## src/rtl/wb_arbiter_if.sv

```systemverilog
// Writeback bus bundle: ALU/load/FPU result sources in, register-file write port out.
// master = result producers and register-file side, slave = the wb_arbiter.
interface wb_arbiter_if #(
   parameter int DATA_W = 32
);
   logic              alu_valid;
   logic              alu_fmode;
   logic [4:0]        alu_reg;
   logic [DATA_W-1:0] alu_data;

   logic              mem_valid;
   logic              mem_ready;
   logic              mem_fmode;
   logic [4:0]        mem_reg;
   logic [DATA_W-1:0] mem_data;

   logic              fpu_valid;
   logic              fpu_ready;
   logic              fpu_fmode;
   logic [4:0]        fpu_reg;
   logic [DATA_W-1:0] fpu_data;

   logic              wenable;
   logic              wfmode;
   logic [4:0]        wreg;
   logic [DATA_W-1:0] wdata;

   modport master (
      output alu_valid, alu_fmode, alu_reg, alu_data,
      output mem_valid, mem_fmode, mem_reg, mem_data,
      input  mem_ready,
      output fpu_valid, fpu_fmode, fpu_reg, fpu_data,
      input  fpu_ready,
      input  wenable, wfmode, wreg, wdata
   );

   modport slave (
      input  alu_valid, alu_fmode, alu_reg, alu_data,
      input  mem_valid, mem_fmode, mem_reg, mem_data,
      output mem_ready,
      input  fpu_valid, fpu_fmode, fpu_reg, fpu_data,
      output fpu_ready,
      output wenable, wfmode, wreg, wdata
   );
endinterface

```

## src/rtl/wb_arbiter.sv

```systemverilog
// Writeback arbiter: ALU results bypass, load/FPU results queue in per-source FIFOs.
// Define WB_RR_EN for round-robin MEM/FPU arbitration; default is fixed priority MEM > FPU.
module wb_arbiter #(
   parameter int DEPTH  = 4,
   parameter int DATA_W = 32
) (
   input  logic        clk,
   input  logic        rst,
   wb_arbiter_if.slave bus
);
   localparam int PTR_W = $clog2(DEPTH);
   localparam int CNT_W = PTR_W + 1;
   localparam int NSRC  = 2;

   typedef struct packed {
      logic              fmode;
      logic [4:0]        rg;
      logic [DATA_W-1:0] data;
   } entry_t;

   // Source index 0 = MEM (load unit), 1 = FPU.
   logic [NSRC-1:0]  in_valid;
   entry_t           in_ent   [NSRC];
   logic [NSRC-1:0]  ready;
   logic [NSRC-1:0]  push;
   logic [NSRC-1:0]  pop;
   logic [NSRC-1:0]  nonempty;
   logic             any_ne;
   logic             win;

   logic [CNT_W-1:0] cnt_q [NSRC];
   logic [CNT_W-1:0] cnt_d [NSRC];
   logic [PTR_W-1:0] wp_q  [NSRC];
   logic [PTR_W-1:0] wp_d  [NSRC];
   logic [PTR_W-1:0] rp_q  [NSRC];
   logic [PTR_W-1:0] rp_d  [NSRC];
   entry_t           buf_q [NSRC][DEPTH];
   entry_t           buf_d [NSRC][DEPTH];

   logic             wen_q, wen_d;
   entry_t           wout_q, wout_d;

`ifdef WB_RR_EN
   logic             rr_q, rr_d;
`endif

   always_comb begin
      in_valid  = {bus.fpu_valid, bus.mem_valid};
      in_ent[0] = {bus.mem_fmode, bus.mem_reg, bus.mem_data};
      in_ent[1] = {bus.fpu_fmode, bus.fpu_reg, bus.fpu_data};
   end

   // Arbitration looks only at registered counts, so an entry pushed this cycle cannot pop yet.
   always_comb begin
      for (int s = 0; s < NSRC; s++) begin
         nonempty[s] = (cnt_q[s] != '0);
         ready[s]    = !rst && (cnt_q[s] < CNT_W'(DEPTH));
      end
      push   = in_valid & ready;
      any_ne = |nonempty;
`ifdef WB_RR_EN
      win    = (&nonempty) ? rr_q : nonempty[1];
`else
      win    = !nonempty[0];
`endif
      pop    = '0;
      if (!bus.alu_valid && any_ne) pop[win] = 1'b1;
   end

   always_comb begin
      buf_d = buf_q;
      for (int s = 0; s < NSRC; s++) begin
         cnt_d[s] = cnt_q[s] + CNT_W'(push[s]) - CNT_W'(pop[s]);
         wp_d[s]  = push[s] ? wp_q[s] + PTR_W'(1) : wp_q[s];
         rp_d[s]  = pop[s]  ? rp_q[s] + PTR_W'(1) : rp_q[s];
         if (push[s]) buf_d[s][wp_q[s]] = in_ent[s];
      end
   end

   // Idle cycles hold the last address/data; only the enable drops.
   always_comb begin
      wen_d  = 1'b0;
      wout_d = wout_q;
      if (bus.alu_valid) begin
         wen_d  = 1'b1;
         wout_d = {bus.alu_fmode, bus.alu_reg, bus.alu_data};
      end else if (any_ne) begin
         wen_d  = 1'b1;
         wout_d = buf_q[win][rp_q[win]];
      end
   end

`ifdef WB_RR_EN
   always_comb begin
      rr_d = rr_q;
      if (!bus.alu_valid && any_ne) rr_d = ~win;
   end
`endif

   always_ff @(posedge clk) begin
      if (rst) begin
         for (int s = 0; s < NSRC; s++) begin
            cnt_q[s] <= '0;
            wp_q[s]  <= '0;
            rp_q[s]  <= '0;
         end
         wen_q  <= 1'b0;
         wout_q <= '0;
`ifdef WB_RR_EN
         rr_q   <= 1'b0;
`endif
      end else begin
         for (int s = 0; s < NSRC; s++) begin
            cnt_q[s] <= cnt_d[s];
            wp_q[s]  <= wp_d[s];
            rp_q[s]  <= rp_d[s];
         end
         wen_q  <= wen_d;
         wout_q <= wout_d;
`ifdef WB_RR_EN
         rr_q   <= rr_d;
`endif
      end
   end

   // Storage needs no reset: occupancy is tracked by the counters alone.
   always_ff @(posedge clk) begin
      buf_q <= buf_d;
   end

   assign bus.mem_ready = ready[0];
   assign bus.fpu_ready = ready[1];
   assign bus.wenable   = wen_q;
   assign bus.wfmode    = wout_q.fmode;
   assign bus.wreg      = wout_q.rg;
   assign bus.wdata     = wout_q.data;
endmodule

```

## src/flat_wrapper.sv

```systemverilog
// flat-port wrapper written by rule: the top's interface ports become plain ports
module wb_arbiter_flat 
#(
   parameter int DEPTH  = 4,
   parameter int DATA_W = 32
)
  (clk, rst, bus_alu_valid, bus_alu_fmode, bus_alu_reg, bus_alu_data, bus_mem_valid, bus_mem_fmode, bus_mem_reg, bus_mem_data, bus_mem_ready, bus_fpu_valid, bus_fpu_fmode, bus_fpu_reg, bus_fpu_data, bus_fpu_ready, bus_wenable, bus_wfmode, bus_wreg, bus_wdata);
  wb_arbiter_if #(.DATA_W(DATA_W)) bus_i ();
  input  logic clk;
  input  logic rst;
  input wire logic [$bits(bus_i.alu_valid)-1:0] bus_alu_valid;
  input wire logic [$bits(bus_i.alu_fmode)-1:0] bus_alu_fmode;
  input wire logic [$bits(bus_i.alu_reg)-1:0] bus_alu_reg;
  input wire logic [$bits(bus_i.alu_data)-1:0] bus_alu_data;
  input wire logic [$bits(bus_i.mem_valid)-1:0] bus_mem_valid;
  input wire logic [$bits(bus_i.mem_fmode)-1:0] bus_mem_fmode;
  input wire logic [$bits(bus_i.mem_reg)-1:0] bus_mem_reg;
  input wire logic [$bits(bus_i.mem_data)-1:0] bus_mem_data;
  output wire logic [$bits(bus_i.mem_ready)-1:0] bus_mem_ready;
  input wire logic [$bits(bus_i.fpu_valid)-1:0] bus_fpu_valid;
  input wire logic [$bits(bus_i.fpu_fmode)-1:0] bus_fpu_fmode;
  input wire logic [$bits(bus_i.fpu_reg)-1:0] bus_fpu_reg;
  input wire logic [$bits(bus_i.fpu_data)-1:0] bus_fpu_data;
  output wire logic [$bits(bus_i.fpu_ready)-1:0] bus_fpu_ready;
  output wire logic [$bits(bus_i.wenable)-1:0] bus_wenable;
  output wire logic [$bits(bus_i.wfmode)-1:0] bus_wfmode;
  output wire logic [$bits(bus_i.wreg)-1:0] bus_wreg;
  output wire logic [$bits(bus_i.wdata)-1:0] bus_wdata;
  assign bus_i.alu_valid = bus_alu_valid;
  assign bus_i.alu_fmode = bus_alu_fmode;
  assign bus_i.alu_reg = bus_alu_reg;
  assign bus_i.alu_data = bus_alu_data;
  assign bus_i.mem_valid = bus_mem_valid;
  assign bus_i.mem_fmode = bus_mem_fmode;
  assign bus_i.mem_reg = bus_mem_reg;
  assign bus_i.mem_data = bus_mem_data;
  assign bus_mem_ready = bus_i.mem_ready;
  assign bus_i.fpu_valid = bus_fpu_valid;
  assign bus_i.fpu_fmode = bus_fpu_fmode;
  assign bus_i.fpu_reg = bus_fpu_reg;
  assign bus_i.fpu_data = bus_fpu_data;
  assign bus_fpu_ready = bus_i.fpu_ready;
  assign bus_wenable = bus_i.wenable;
  assign bus_wfmode = bus_i.wfmode;
  assign bus_wreg = bus_i.wreg;
  assign bus_wdata = bus_i.wdata;
  wb_arbiter #(.DEPTH(DEPTH), .DATA_W(DATA_W)) u_core (.clk(clk), .rst(rst), .bus(bus_i));
endmodule
```

## config.mk

```make
export PLATFORM = sky130hd
export DESIGN_NAME = wb_arbiter_flat
export DESIGN_NICKNAME = d
export VERILOG_FILES = /design/src/rtl/wb_arbiter_if.sv /design/src/rtl/wb_arbiter.sv /design/src/flat_wrapper.sv
export SDC_FILE = /design/constraint.sdc
export NUM_CORES = 1
export LEC_CHECK = 0
export ABC_AREA = 1
export CORE_ASPECT_RATIO = 1.4
export CORE_MARGIN = 3
export CORE_UTILIZATION = 45
export CTS_CLUSTER_SIZE = 20
export DETAILED_ROUTE_END_ITERATION = 10
export DONT_BUFFER_PORTS = 1
export GPL_TIMING_DRIVEN = 0
export HOLD_SLACK_MARGIN = 0.1
export RECOVER_POWER = 25
export SLEW_MARGIN = 5
export SYNTH_ARGS = -nofsm -noshare
export SYNTH_HDL_FRONTEND = slang
export SYNTH_SLANG_ARGS = --single-unit
export TNS_END_PERCENT = 100
```

## constraint.sdc

```tcl
create_clock -name clk -period 2.53 [get_ports clk]
set_input_delay 0.253 -clock clk [delete_from_list [all_inputs] [get_ports clk]]
set_output_delay 0.253 -clock clk [all_outputs]
set_load 0.01 [all_outputs]
```

==> impl_metrics.csv, run 1 <==
group,metric,value,unit
pwr,ir_drop,0.634,mV
placement,dp_hpwl,30000,um
detailed_routing,vias,11539,
placement,dp_cells,1999,
hold_path,hold_path_depth,4,
global_routing,antenna_found_initial,3,
detailed_routing,drtIter0Drc,880,
placement,place.gp.congestion,0.841,
timing,worstMarginPinSlew,1.01,ns
global_routing,grt_pass1_wl,69800,um
timing,setup_slack,0.154,ns
worst_setup_path,crit_start,"u_core.cnt_q[0][0]$_SDFF_PP0_",
hold_path,holdCritStartpoint,"bus_alu_data[30]",
timing,clock.fmax,421,MHz
timing,period_minus_slack,2.38,ns
cells_and_area,n_fill_cell,2930,
cells_and_area,fin_nets,1841,
worst_setup_path,worstReg2RegEnd,"u_core.cnt_q[0][2]$_SDFF_PP0_",
cells_and_area,mostFrequentLayoutCell,"nand2_1",
detailed_routing,ant_nets,0,
worst_setup_path,worstRegToRegCells,12,
timing,whs,0.142,ns
die,coreArea,33400,um^2
yosys,ys_seq_area_share,66.5,%
placement,preCtsSetupSlack,-0.342,ns
pwr,power.leakage,7.52,nW
die,rows,79,
pwr,power_per_cell_area,1200,nW/um^2
worst_setup_path,endpoint_kind,"flop",
clocking,cts_made_buffers,37,
cells_and_area,drive_gt1_share,8.93,%
placement,port-buffer-count,0,
timing,fin_skew,0.0174,ns
cells_and_area,most-common-layout-cells,"nand2_1, edfxtp_1, nand3_1, dlygate4sd3_1, nor2_1",
worst_setup_path,cp.required,2.95,ns
die,die_x,162,um
global_routing,grt_pass1_vias,11715,
detailed_routing,wl,46700,um
die,die_area,36300,um^2
clocking,cts_tree,"yes",
timing,hold_violations,0,
die,initial_core_util,45.8,%
cells_and_area,multi_input_area,4540,um^2
clocking,cts.clk_slew.worst_paths,0.06,ns
timing,setup_viol,0,
detailed_routing,wl_per_cell,21.4,um
clocking,clock_path_buffers,3,
worst_setup_path,start_kind,"flop",
yosys,yosys_warnings,0,
global_routing,grt-ovfl-total,0,
hold_path,hp-class,"in -> reg",
timing,period_share,93.9,%
global_routing,grt_start_max_net_pins,25,
detailed_routing,drt-pass1-iter-count,5,
timing,rsz0062_at_grt,"no",
cells_and_area,seq_area,10200,um^2
yosys,synthCells,1545,
clocking,clk_latency,0.53,ns
yosys,syn-cell-area,15300,um^2
yosys,syn_nets,1678,
cells_and_area,fin_cells,2182,
hold_path,holdPathEnd,"u_core.bus.wdata[30]$_SDFFE_PP0P_",
yosys,synth-seq-cells,357,
die,ios,160,
worst_setup_path,rr_startpoint,"u_core.cnt_q[0][0]$_SDFF_PP0_",
yosys,synthDistinctLibCells,23,
worst_setup_path,crit_type,"reg -> reg",
yosys,synth_area_per_cell,9.91,um^2
worst_setup_path,reg2reg_setup_slack,0.15,ns
timing,setup_tns,0,ns
clocking,cts_root_buffer,"clkbuf_16",
detailed_routing,drc,0,
outcome,status,"completed",
global_routing,grt_usage,25.6,%
flow_run,max-cap-violations,0,
die,fp.dieH,224,um
worst_setup_path,crit_fanout,14,
cells_and_area,syn_to_final_growth,20.7,%
clocking,htreeDepth,2,
timing,finalMaxSlewViolations,0,
clocking,cts_sinks,357,
worst_setup_path,cp_data_arrival_time,2.79,ns
cells_and_area,final_util,55.3,%
timing,slew_headroom,32.5,%
detailed_routing,viasPerCell,5.29,
timing repair:
item,4_1_cts,5_1_grt
setup buffers,0,4
gates resized for setup,3,3
pin swaps,0,1
hold buffers,113,0
endpoints found under the setup margin,4,2
endpoints found under the hold margin,342,0
synthesized netlist by cell type:
cell	number	share of area, %
edfxtp_1	304	60
nand2_4	1	0.074
nand2_1	691	17
fa_1	2	0.26
a21oi_1	46	1.5
inv_2	1	0.024
buf_4	17	0.83
o21ai_1	1	0.033
dfxtp_1	53	6.9
clkbuf_1	16	0.39
xnor2_1	2	0.11
buf_6	5	0.37
ha_1	12	0.98
buf_1	3	0.074
o21ai_0	9	0.29
o21a_1	1	0.049
nor3_4	1	0.11
nor2_4	1	0.074
nor2_1	97	2.4
buf_2	55	1.8
nand3_1	193	6.3
nand2_2	1	0.041
inv_1	33	0.81
cell type report:
type,count,area share (%)
clock buffers,49,5.54
diodes,1,0.0135
repair buffers,126,7.34
multi-input cells,1058,24.6
plain buffers,94,2.83
inverters,34,0.690
flip-flops and latches,357,55.1
well taps,445,3.01
clock inverters,18,0.900
worst max-delay path by stage:
stage          depth (start not counted)  slack (ns)                       endpoint
3_5_place_dp                           5       -0.34     u_core.buf_q[41]$_DFFE_PP_
5_1_grt                               14        0.03  u_core.cnt_q[0][5]$_SDFF_PP0_
6_report                              12        0.15  u_core.cnt_q[0][2]$_SDFF_PP0_
2_1_floorplan                          4       -0.39      u_core.buf_q[0]$_DFFE_PP_
3_3_place_gp                           4       -2.78    u_core.buf_q[119]$_DFFE_PP_
4_1_cts                               13        0.05  u_core.cnt_q[0][2]$_SDFF_PP0_
through the flow:
| stage | area (um^2) | total power, mW |
|---|---|---|
| after floorplan | 15300 | 13.5 |
| after global placement | 15900 | 16.3 |
| after detailed placement | 16100 | 16.5 |
| after CTS | 18500 | 22.1 |
| after global routing | 18500 | 23.6 |
| final | 18500 | 22.2 |
power by group:
group / total, mW / internal (mW) / switching [mW] / leakage, nW
Combinational: 9.55 / 2.96 / 6.59 / 3.74
Clock: 5.39 / 3.16 / 2.24 / 0.580
Sequential: 7.23 / 6.89 / 0.339 / 3.20
state kept, by name, indices dropped and copies added (netlist names):
register	cells
u_core.bus.wfmode	1
u_core.bus.wenable	1
u_core.bus.wreg	5
u_core.buf_q	304
u_core.cnt_q	6
u_core.bus.wdata	32
u_core.wp_q	4
u_core.rp_q	4
metal layers:
metal	routed length, um	GRT usage, %	vias up
li1	-	-	5460
met1	17700	31.9	5518
met2	23800	44.7	459
met3	3480	4.37	98
met4	1700	10.2	4
met5	27	0	-
cells by family after synthesis:
family	count (synthesis)	synth area share [%]
AND/OR/NAND/NOR	985	25.9
flip-flops	357	66.5
buffers and inverters	130	4.30
AO/OA/AOI/OAI	57	1.88
adder cells (fa/ha/maj)	14	1.24
XOR/XNOR	2	0.114
worst max-delay path, stage by stage, from the launching register on:
cell,delay [ns]
dfxtp_1,0.33
nor2_4,0.18
nand2_8,0.14
buf_12,0.17
inv_1,0.09
nor2_1,0.08
ha_1,0.29
inv_1,0.04
ha_1,0.18
fa_1,0.41
xnor2_2,0.16
o21ai_0,0.14
a21oi_1,0.05
Power figures use the tool's default switching activity.
==> inputs of run 2 (changes only) <==
PLACE_DENSITY = 0.66   (was unset)
==> run 2 against run 1 <==
Count of clock-buffer cells in the layout rose by 3; power decreased by 1.3%; combinational power is 2% lower; die area unchanged; highest routed layer is now met4; critical path type unchanged; via count grew 1.4%; maximum frequency down 0.39%; clock power shrank 2%.
==> impl_metrics.csv, run 2 (synthesis gave the netlist of run 1 again) <==
group,metric,value,unit
cells_and_area,n_fill_cell,2894,
die,ios,160,
timing,rsz0062_at_grt,"no",
worst_setup_path,cp.required,2.76,ns
pwr,power_per_cell_area,1190,nW/um^2
timing,fin_skew,0.0140,ns
placement,dp_hpwl,29500,um
cells_and_area,fin_nets,1839,
worst_setup_path,crit_type,"reg -> reg",
die,initial_core_util,45.8,%
detailed_routing,vias,11706,
die,coreArea,33400,um^2
detailed_routing,drt-pass1-iter-count,5,
clocking,cts_root_buffer,"clkbuf_16",
clocking,cts_sinks,357,
worst_setup_path,start_kind,"flop",
clocking,cts_made_buffers,36,
clocking,htreeDepth,2,
timing,finalMaxSlewViolations,0,
global_routing,antenna_found_initial,1,
outcome,status,"completed",
detailed_routing,wl_per_cell,20.9,um
die,die_area,36300,um^2
clocking,cts_tree,"yes",
die,fp.dieH,224,um
detailed_routing,viasPerCell,5.37,
pwr,power.leakage,7.50,nW
placement,preCtsSetupSlack,-0.508,ns
timing,hold_violations,0,
cells_and_area,largest_reg_flops,304,
global_routing,grt-ovfl-total,0,
timing,clock.fmax,419,MHz
cells_and_area,syn_to_final_growth,20.6,%
detailed_routing,ant_nets,0,
timing,slew_headroom,32.5,%
cells_and_area,final_util,55.3,%
cells_and_area,largest-register,"u_core.buf_q",
timing,period_minus_slack,2.38,ns
timing,setup_slack,0.145,ns
global_routing,grt_usage,24.9,%
worst_setup_path,crit_fanout,22,
global_routing,grt_start_max_net_pins,26,
timing,setup_tns,0,ns
timing,period_share,94.3,%
worst_setup_path,cp_data_arrival_time,2.61,ns
die,die_x,162,um
clocking,cts.clk_slew.worst_paths,0.06,ns
detailed_routing,drtIter0Drc,1003,
worst_setup_path,endpoint_kind,"flop",
detailed_routing,drc,0,
flow_run,max-cap-violations,0,
clocking,clk_latency,0.53,ns
die,rows,79,
cells_and_area,drive_gt1_share,8.83,%
placement,port-buffer-count,0,
pwr,ir_drop,0.697,mV
pwr,power.total,21.9,mW
global_routing,grt_pass1_wl,68200,um
timing,worstMarginPinSlew,1.01,ns
placement,place.gp.congestion,0.819,
global_routing,grt_pass1_vias,11626,
cells_and_area,mostFrequentLayoutCell,"nand2_1",
hold_path,hp-class,"in -> reg",
timing,setup_viol,0,
detailed_routing,wl,45500,um
cells_and_area,most-common-layout-cells,"nand2_1, edfxtp_1, nand3_1, dlygate4sd3_1, nor2_1",
placement,dp_cells,1998,
clocking,clock_path_buffers,3,
cells_and_area,fin_cells,2178,
run 2: cell type report:
| type | count | area (um^2) | area share (%) |
|---|---|---|---|
| Clock buffer | 52 | 1030 | 5.59 |
| Sequential cell | 357 | 10200 | 55.2 |
| Antenna cell | 1 | 2.50 | 0.0136 |
| Buffer | 94 | 523 | 2.83 |
| Clock inverter | 12 | 134 | 0.725 |
| Multi-Input combinational cell | 1058 | 4530 | 24.5 |
| Timing Repair Buffer | 125 | 1370 | 7.40 |
| Inverter | 34 | 128 | 0.691 |
| Tap cell | 445 | 557 | 3.02 |
run 2: path summary, 6_finish.rpt:
check             cells past startpoint                           start  slack [ns]                              to
setup / recovery                      4   u_core.cnt_q[0][5]$_SDFF_PP0_        0.15     u_core.buf_q[121]$_DFFE_PP_
hold reg to reg                       1  u_core.rp_q[0][1]$_SDFFE_PP0P_        0.46  u_core.rp_q[0][1]$_SDFFE_PP0P_
setup reg to reg                      4   u_core.cnt_q[0][5]$_SDFF_PP0_        0.15     u_core.buf_q[121]$_DFFE_PP_
hold / removal                        2                   bus_fpu_valid        0.12  u_core.wp_q[0][3]$_SDFFE_PP0N_
run 2: metal layers:
metal	GRT usage (%)	up-vias	part of all wire [%]
li1	-	5444	-
met1	30.0	5608	37
met2	43.2	534	50
met3	4.55	120	7.6
met4	12.1	0	4.5
met5	0	-	0
run 2: critical path: stages (launching register included):
cell and delay [ns]:
dfxtp_1 0.34, nor2_1 0.42, nand2_2 0.31, nor2_4 0.75, buf_16 0.25
run 2: timing repair:
action	in CTS	in global routing
cloned	0	0
setup endpoints to repair	4	50
buffers inserted	0	2
hold endpoints to repair	344	0
hold buffers	115	0
gates resized for setup	0	4
pin swaps	0	2
run 2: metrics by stage:
stage / hold WS [ns] / cell area [um^2]
3_3_place_gp: 0.352 / 15900
2_1_floorplan: 0.352 / 15300
5_1_grt: 0.129 / 18500
6_report: 0.120 / 18500
4_1_cts: 0.263 / 18400
3_5_place_dp: 0.352 / 16100
run 2: power by group:
part	switching [mW]	internal, mW
registers	0.339	6.88
clock network	2.16	3.14
logic	6.48	2.88
total	8.99	12.9
